===== config.mk =====
export PLATFORM = sky130hd
export DESIGN_NAME = obi_axi_lite_master
export DESIGN_NICKNAME = d
export VERILOG_FILES = /design/src/rtl/obi_axi_lite_master.sv
export SDC_FILE = /design/constraint.sdc
export NUM_CORES = 1
export LEC_CHECK = 0
export CORE_MARGIN = 5
export CORE_UTILIZATION = 38
export DETAILED_ROUTE_END_ITERATION = 10
export PLACE_DENSITY = 0.81
export SYNTH_ARGS = -nofsm -noshare
export SYNTH_HDL_FRONTEND = slang
export SYNTH_SLANG_ARGS = --single-unit

===== constraint.sdc =====
create_clock -name clk_i -period 3.8 [get_ports clk_i]
set_input_delay 0.76 -clock clk_i [delete_from_list [all_inputs] [get_ports clk_i]]
set_output_delay 0.76 -clock clk_i [all_outputs]
set_load 0.005 [all_outputs]

===== src/rtl/obi_axi_lite_master.sv =====
// OBI-style core port to AXI4-Lite master bridge with a single outstanding transaction.
// The core gets one rvalid_o pulse per accepted request; err_o reflects BRESP/RRESP bit 1.
module obi_axi_lite_master #(
    parameter int unsigned AXI_AW = 16,
    parameter int unsigned AXI_DW = 32
) (
    input  logic                  clk_i,
    input  logic                  rst_i,
    input  logic                  req_i,
    input  logic                  we_i,
    input  logic [AXI_AW-1:0]     addr_i,
    input  logic [AXI_DW-1:0]     wdata_i,
    input  logic [AXI_DW/8-1:0]   be_i,
    output logic                  gnt_o,
    output logic                  rvalid_o,
    output logic [AXI_DW-1:0]     rdata_o,
    output logic                  err_o,
    output logic [AXI_AW-1:0]     aw_addr_o,
    output logic                  aw_valid_o,
    input  logic                  aw_ready_i,
    output logic [AXI_DW-1:0]     w_data_o,
    output logic [AXI_DW/8-1:0]   w_strb_o,
    output logic                  w_valid_o,
    input  logic                  w_ready_i,
    input  logic [1:0]            b_resp_i,
    input  logic                  b_valid_i,
    output logic                  b_ready_o,
    output logic [AXI_AW-1:0]     ar_addr_o,
    output logic                  ar_valid_o,
    input  logic                  ar_ready_i,
    input  logic [AXI_DW-1:0]     r_data_i,
    input  logic [1:0]            r_resp_i,
    input  logic                  r_valid_i,
    output logic                  r_ready_o
);

    typedef enum logic [2:0] {
        IDLE,
        WR_ADDR_DATA,
        WAIT_B,
        RD_ADDR,
        WAIT_R,
        RESP
    } state_e;

    state_e                state_q, state_d;
    logic [AXI_AW-1:0]     addr_q;
    logic [AXI_DW-1:0]     wdata_q;
    logic [AXI_DW/8-1:0]   be_q;
    logic                  we_q;
    logic                  aw_done_q, w_done_q;
    logic                  err_q;
    logic [AXI_DW-1:0]     rdata_q;
    logic                  aw_hs, w_hs;

    // SLVERR and DECERR both carry bit 1; OKAY and EXOKAY do not.
    function automatic logic resp_is_err(input logic [1:0] resp);
        return resp inside {2'b10, 2'b11};
    endfunction

    always_comb begin
        state_d    = state_q;
        gnt_o      = 1'b0;
        aw_valid_o = 1'b0;
        w_valid_o  = 1'b0;
        b_ready_o  = 1'b0;
        ar_valid_o = 1'b0;
        r_ready_o  = 1'b0;
        rvalid_o   = 1'b0;
        err_o      = 1'b0;
        aw_hs      = 1'b0;
        w_hs       = 1'b0;
        unique case (state_q)
            IDLE: begin
                gnt_o = req_i;
                if (req_i) state_d = we_i ? WR_ADDR_DATA : RD_ADDR;
            end
            WR_ADDR_DATA: begin
                // AW and W complete independently; leave once both have handshaken.
                aw_valid_o = !aw_done_q;
                w_valid_o  = !w_done_q;
                aw_hs      = !aw_done_q && aw_ready_i;
                w_hs       = !w_done_q && w_ready_i;
                if ((aw_done_q || aw_hs) && (w_done_q || w_hs)) state_d = WAIT_B;
            end
            WAIT_B: begin
                b_ready_o = 1'b1;
                if (b_valid_i) state_d = RESP;
            end
            RD_ADDR: begin
                ar_valid_o = 1'b1;
                if (ar_ready_i) state_d = WAIT_R;
            end
            WAIT_R: begin
                r_ready_o = 1'b1;
                if (r_valid_i) state_d = RESP;
            end
            RESP: begin
                rvalid_o = 1'b1;
                err_o    = err_q;
                state_d  = IDLE;
            end
            default: state_d = IDLE;
        endcase
    end

    always_ff @(posedge clk_i or posedge rst_i) begin
        if (rst_i) begin
            state_q   <= IDLE;
            addr_q    <= '0;
            wdata_q   <= '0;
            be_q      <= '0;
            we_q      <= 1'b0;
            aw_done_q <= 1'b0;
            w_done_q  <= 1'b0;
            err_q     <= 1'b0;
            rdata_q   <= '0;
        end else begin
            state_q <= state_d;
            if (state_q == IDLE && req_i) begin
                addr_q    <= addr_i;
                wdata_q   <= wdata_i;
                be_q      <= be_i;
                we_q      <= we_i;
                aw_done_q <= 1'b0;
                w_done_q  <= 1'b0;
            end
            if (aw_hs) aw_done_q <= 1'b1;
            if (w_hs)  w_done_q  <= 1'b1;
            if (state_q == WAIT_B && b_valid_i) err_q <= resp_is_err(b_resp_i);
            if (state_q == WAIT_R && r_valid_i) begin
                err_q   <= resp_is_err(r_resp_i);
                rdata_q <= r_data_i;
            end
        end
    end

    assign aw_addr_o = addr_q;
    assign ar_addr_o = addr_q;
    assign w_data_o  = wdata_q;
    assign w_strb_o  = be_q;
    assign rdata_o   = rdata_q;

endmodule

==> metrics <==
number of buffers and inverters on the critical path 2; leakage power total 2.39 nW; Die X-Extent 108 um; Final Hold Slack 0.501 ns; number of buffers added by the clock tree synthesis step 9; Final Critical Period 2.87 ns; starting density of the core 39.3%; sequence of cells on the critical path inv_2 > or3_1 > nor2_2 > clkdlybuf4s50_1; final hold violations 0; Yosys warning total 0; Crit. End Element output port; WL per Instance 16.3 um; total setup violations reported at the end of the flow 0; number of placed I/O pins 205; Tcrit/Tclk final 75.5%; number of global-route vias before repair 2813; share of power burned in registers 38.2%; global-route wire length before repair 14.1 mm; MaxCap Viol Count 0; PwrDens 776 mW/mm^2; number of gates given a new drive strength after cts 0; later-pin clock latency in the skew report 0.34 ns; clock tree from TritonCTS yes; Cells after Synth 237; Internal Dissipation 3.28 mW; CTS hold repair buffers 0; xor and xnor area share after synthesis 0%; mux cell area share after synthesis 26.2%; adder and majority cell fraction of the synthesized area 0%; transition time at the pin with the least slew margin 0.769 ns; final-report max-slew violation count 0; largest cells by area after synthesis sky130_fd_sc_hd__dfrtp_1 (62%), sky130_fd_sc_hd__mux2_2 (25%), sky130_fd_sc_hd__buf_4 (3.7%), sky130_fd_sc_hd__buf_6 (2.5%), sky130_fd_sc_hd__mux2_1 (0.62%); Post-Syn Area per Cell 15.4 um^2; antenna violation net count after detailed routing 0; number of iterations in the first detailed-routing pass 4; number of placement rows 35; outcome complete, no violations; Power, Total 4.54 mW; most common library cell in the layout ignoring fill and taps sky130_fd_sc_hd__clkdlybuf4s50_1; unrepaired setup endpoints after global routing no; dominant combinational cell family by area after synthesis multiplexers; skew final 0.0120 ns; largest net degree at the start of global routing 53; Global Route Usage Sum 15.3%; critical path fanouts, max 11; DRC marker count from the first detailed-route iteration 51; kind of start point of the critical path flop; type of the most critical hold path reg2reg; maximum level of the CTS H-tree 3; Largest stage delay, worst path 0.61 ns; Data arrival, critical path 2.11 ns; cell at the root of the clock tree sky130_fd_sc_hd__clkbuf_8; placed inst area 0.00564 mm^2; number of nets in the final layout 524; Largest delay share family, worst path buffers and inverters; number of buffers inserted by port buffering 202; Total Negative Setup Slacks 0 ns; cell with the biggest individual delay on the critical path sky130_fd_sc_hd__dfrtp_1; compound-cell area share of the yosys netlist 2.43%; antenna violations before repair 0; final routed wirelength across all metal layers 9.15 mm; Detailed Place HPWL 7.12 mm; relative contribution of combinational cells to total power 46.9%; total nets after synthesis 334; post-route design area 0.00586 mm^2; die footprint 0.0117 mm^2; Die Height 108 um; Slew headroom 48.7%; achievable clock frequency 349 MHz; maximum number of buffers from clock root to sink 2; synthesized-area fraction occupied by and/or/nand/nor cells 2.91%; proportion of total power due to net switching 27.8%; biggest area consumer among synthesized cells sky130_fd_sc_hd__dfrtp_1; startpoint-to-endpoint class of the critical path reg2out; Yosys top cell area share 61.7%; share of post-route cells with drive strength above 1 25.2%; switching pwr 1.26 mW; clock network fraction of total power 15.0%; detailed-route vias per instance 4.63; share of the yosys chip area belonging to registers 61.7%; largest vdd supply drop 408 uV; count of state elements after synthesis 90; synthesized area 0.00365 mm^2; total via count in the routed design 2596; final weighted congestion in routability-driven placement 0.752; number of setup buffers added after CTS 0; standard cell core area 0.00928 mm^2; clock transition at the registers of the reported paths 0.09 ns; library cells used by synthesis 27; required time worst endpoint 3.04 ns; final routed DRC violation total 0; synthesis-to-layout area growth 60.4%; final global-route overflow total 0; commonest cells after routing, fill and taps aside sky130_fd_sc_hd__clkdlybuf4s50_1 (202), sky130_fd_sc_hd__dfrtp_1 (90), sky130_fd_sc_hd__mux2_2 (82), sky130_fd_sc_hd__clkbuf_8 (11), sky130_fd_sc_hd__nor2_1 (4); number of inserted diodes 0; number of sinks driven by the clock tree 90
[sequential cells by signal, indices dropped and copies added (netlist names)]
register	cells
state_q	3
w_data_o	32
ar_addr_o	16
w_strb_o	4
err_q	1
w_done_q	1
rdata_o	32
aw_done_q	1
[synth_stat cells (all sizes together)]
| master | n |
|---|---|
| a21boi | 1 |
| a21oi | 2 |
| a22o | 2 |
| a22oi | 1 |
| a311o | 1 |
| a31oi | 1 |
| and2 | 1 |
| buf | 26 |
| dfrtp | 90 |
| inv | 5 |
| mux2 | 84 |
| mux2i | 1 |
| nand2 | 3 |
| nand2b | 2 |
| nand3 | 1 |
| nor2 | 7 |
| nor3 | 3 |
| o21ai | 2 |
| o21bai | 1 |
| o22ai | 2 |
| or3 | 1 |
[logic make-up after synthesis]
group                  after synthesis
AOI/OAI and AO/OA                   13
buffers and inverters               31
DFF                                 90
muxes                               85
and+or+nand+nor                     18
[power by group through the flow]
stage	logic (mW)	clock network [mW]	registers (mW)
2_1_floorplan	0.909	0	1.74
3_3_place_gp	2.12	0	1.72
3_5_place_dp	2.16	0	1.76
4_1_cts	2.17	0.708	1.74
5_1_grt	2.27	0.752	1.82
6_report	2.13	0.680	1.73
[final timing paths]
path	startpoint	to	slack, ns	depth (start not counted)
max in group asynchronous	rst_i	ar_addr_o[6]	2.25	3
worst min-delay path	rdata_o[2]	rdata_o[2]	0.50	1
worst min register to register	rdata_o[2]	rdata_o[2]	0.50	1
worst max register to register	state_q[0]	w_data_o[13]	1.79	5
worst max-delay path	state_q[0]	aw_valid_o	0.93	4
min in group asynchronous	rst_i	w_done_q	0.85	2
[metal layers]
layer	share of wire, %	global-route usage, %	vias up
li1	-	-	1191
met1	37	16.9	1257
met2	49	26.3	132
met3	12	6.21	16
met4	2.3	6.04	0
met5	0	0	-
[worst register-to-register path: cells and delay by family (launching register included)]
kind	cells	cell delay, ns
buffers and inverters	2	0.59
DFF	1	0.53
muxes	1	0.45
and+or+nand+nor	2	0.32
[layout make-up]
class,instances,area (um^2)
inverter,5,22.5
clock buffer,11,151
sequential,90,2250
timing repair buffer,205,2060
tap,129,161
fill,736,3430
multi-input combinational,116,1150
clock inverter,5,60.1
[per-stage QoR]
step	setup WS, ns	utilization (%)	instances
2_1_floorplan	0.705	-	237
3_3_place_gp	0.994	60.8	545
3_5_place_dp	0.989	60.8	545
4_1_cts	0.907	63.1	561
5_1_grt	0.822	63.1	561
6_report	0.931	63.1	561
No activity file was read; power rests on OpenSTA's default activity.
==> RTL change: new RTL, same flow settings <==
Put a register stage on the output `err_o`, without a reset. The value now appears one clock later. The other outputs are not delayed to match.
--- a/src/rtl/obi_axi_lite_master.sv
+++ b/src/rtl/obi_axi_lite_master.sv
@@ -44,4 +44,6 @@
     } state_e;
 
+    logic err_d;
+
     state_e                state_q, state_d;
     logic [AXI_AW-1:0]     addr_q;
@@ -68,5 +70,5 @@
         r_ready_o  = 1'b0;
         rvalid_o   = 1'b0;
-        err_o      = 1'b0;
+        err_d      = 1'b0;
         aw_hs      = 1'b0;
         w_hs       = 1'b0;
@@ -98,5 +100,5 @@
             RESP: begin
                 rvalid_o = 1'b1;
-                err_o    = err_q;
+                err_d    = err_q;
                 state_d  = IDLE;
             end
@@ -142,3 +144,7 @@
     assign rdata_o   = rdata_q;
 
+    always_ff @(posedge clk_i) begin
+        err_o <= err_d;
+    end
+
 endmodule
Formal check against the unedited RTL: not equivalent (Yosys sat finds a counterexample within 4 cycles, from zero or initial values and one cycle with rst_i high).
==> RTL change against the original RTL <==
Design area is 0.43% higher. Wire length is 1.5% higher. Sequential cell count grew 1. Setup slack improved by 36 ps. Total power increased by 0.94%. Register-to-register slack barely moved. Area after synthesis up 0.55%. Critical path type unchanged. Largest cell class unchanged.
==> RTL change: results (changes against the original RTL) <==
- Run status: finished clean
- Number of global-route vias before repair: 2800 (-0.46%)
- Final period utilization: 74.5% (-0.96 points)
- Hold Crit Start: err_q$_DFFE_PP0P_
- Syn_nets: 335 (+0.30%)
- Fill count: 747 (+1.5%)
- M3 GR Usage: 6.63% (+0.42 points)
- Post-synthesis sequential area ratio: 61.9% (+0.21 points)
- Nets: 525 (+0.19%)
- RePlAce Congestion: 0.715 (-4.9%)
- WL met2: 4780 um (+7.0%)
- Multiplexer share of the synthesized area: 26.0% (-0.14 points)
- Share of flip-flops with an asynchronous set or reset: 98.9% (-1.1 points)
- Int Power: 3.33 mW (+1.6%)
- Post-Route WL: 9280 um (+1.5%)
- Setup crit end: w_valid_o
- M2 GR Usage: 28.5% (+2.2 points)
- Hold Path Sink: err_o$_SDFF_PN0_
- Crit path arrival time: 2070 ps (-40 ps)
- Post-DP Area: 0.00566 mm^2 (+0.35%)
- Placed instance count: 546 (+0.18%)
- Htree depth: 3 (unchanged)
- Fin Hold WS: 477 ps (-23.3 ps)
- LEAKAGE: 2.40 nW (+0.14%)
- Peak supply drop: 0.000309 V (-24%)
- Final HPWL DP: 7230 um (+1.5%)
- Mapped Avg Cell Area: 15.4 um^2 (+0.13%)
- Final routed DRC violation total: 0 (unchanged)
- Max Clock Skew: 14.0 ps (+2.02 ps)
- DR vias: 2629 (+1.3%)
- GRT Util Overall: 16.0% (+0.65 points)
- Share of cells above drive strength 1: 24.8% (-0.46 points)
- Met1 Wirelength: 3310 um (-2.7%)
- Largest cells by area after synthesis: dfrtp_1 61%, mux2_2 25%, buf_4 3.7%
- Drt first-iter violations: 84 (+65%)
- Routed WL per cell: 16.5 um (+1.5%)
- CP max-delay cell: dfrtp_1
- Synth Area in Compound Gates: 2.42% (-0.013 points)
- Met3 Routed Length: 1080 um (+1.0%)
- Met1 usage: 17.1% (+0.17 points)
- Synth Area in Adders: 0% (unchanged)
- Setup slack after placement: 1010 ps (+19.3 ps)
- Synth unique cells: 28 (+3.7%)
- CP max stage delay: 590 ps (-20 ps)
- Tightest Pin Transition: 823 ps (+53.5 ps)
- First-pass GRT wire length: 14500 um (+2.9%)
- Clock-pin slew on the worst setup and hold paths: 90 ps (about the same)
## RTL change: layout make-up
class                           count  area, um^2  area share [%]
Clock inverter                      4        75.1            1.28
Multi-Input combinational cell    116        1150            19.6
Clock buffer                       11         141            2.40
Inverter                            5        22.5           0.383
Sequential cell                    91        2270            38.6
Timing Repair Buffer              205        2060            35.0
Tap cell                          129         161            2.74
## RTL change: critical path, delay by kind of cell (launching register included)
kind	cells	cell delay, ps
AND/OR/NAND/NOR	2	520
flip-flops	1	590
buffers and inverters	2	610
## RTL change: logic make-up after synthesis
kind of cell | Yosys count
flops | 91
simple gates | 18
buf+inv | 31
mux | 85
compound gates | 13
## RTL change: power by group through the flow
stage               logic (mW)  clock network, mW  registers, mW
floorplan                0.909                  0           1.76
global placement          2.11                  0           1.74
detailed placement        2.16                  0           1.78
CTS                       2.17              0.735           1.76
global route              2.28              0.787           1.83
finish                    2.12              0.710           1.75
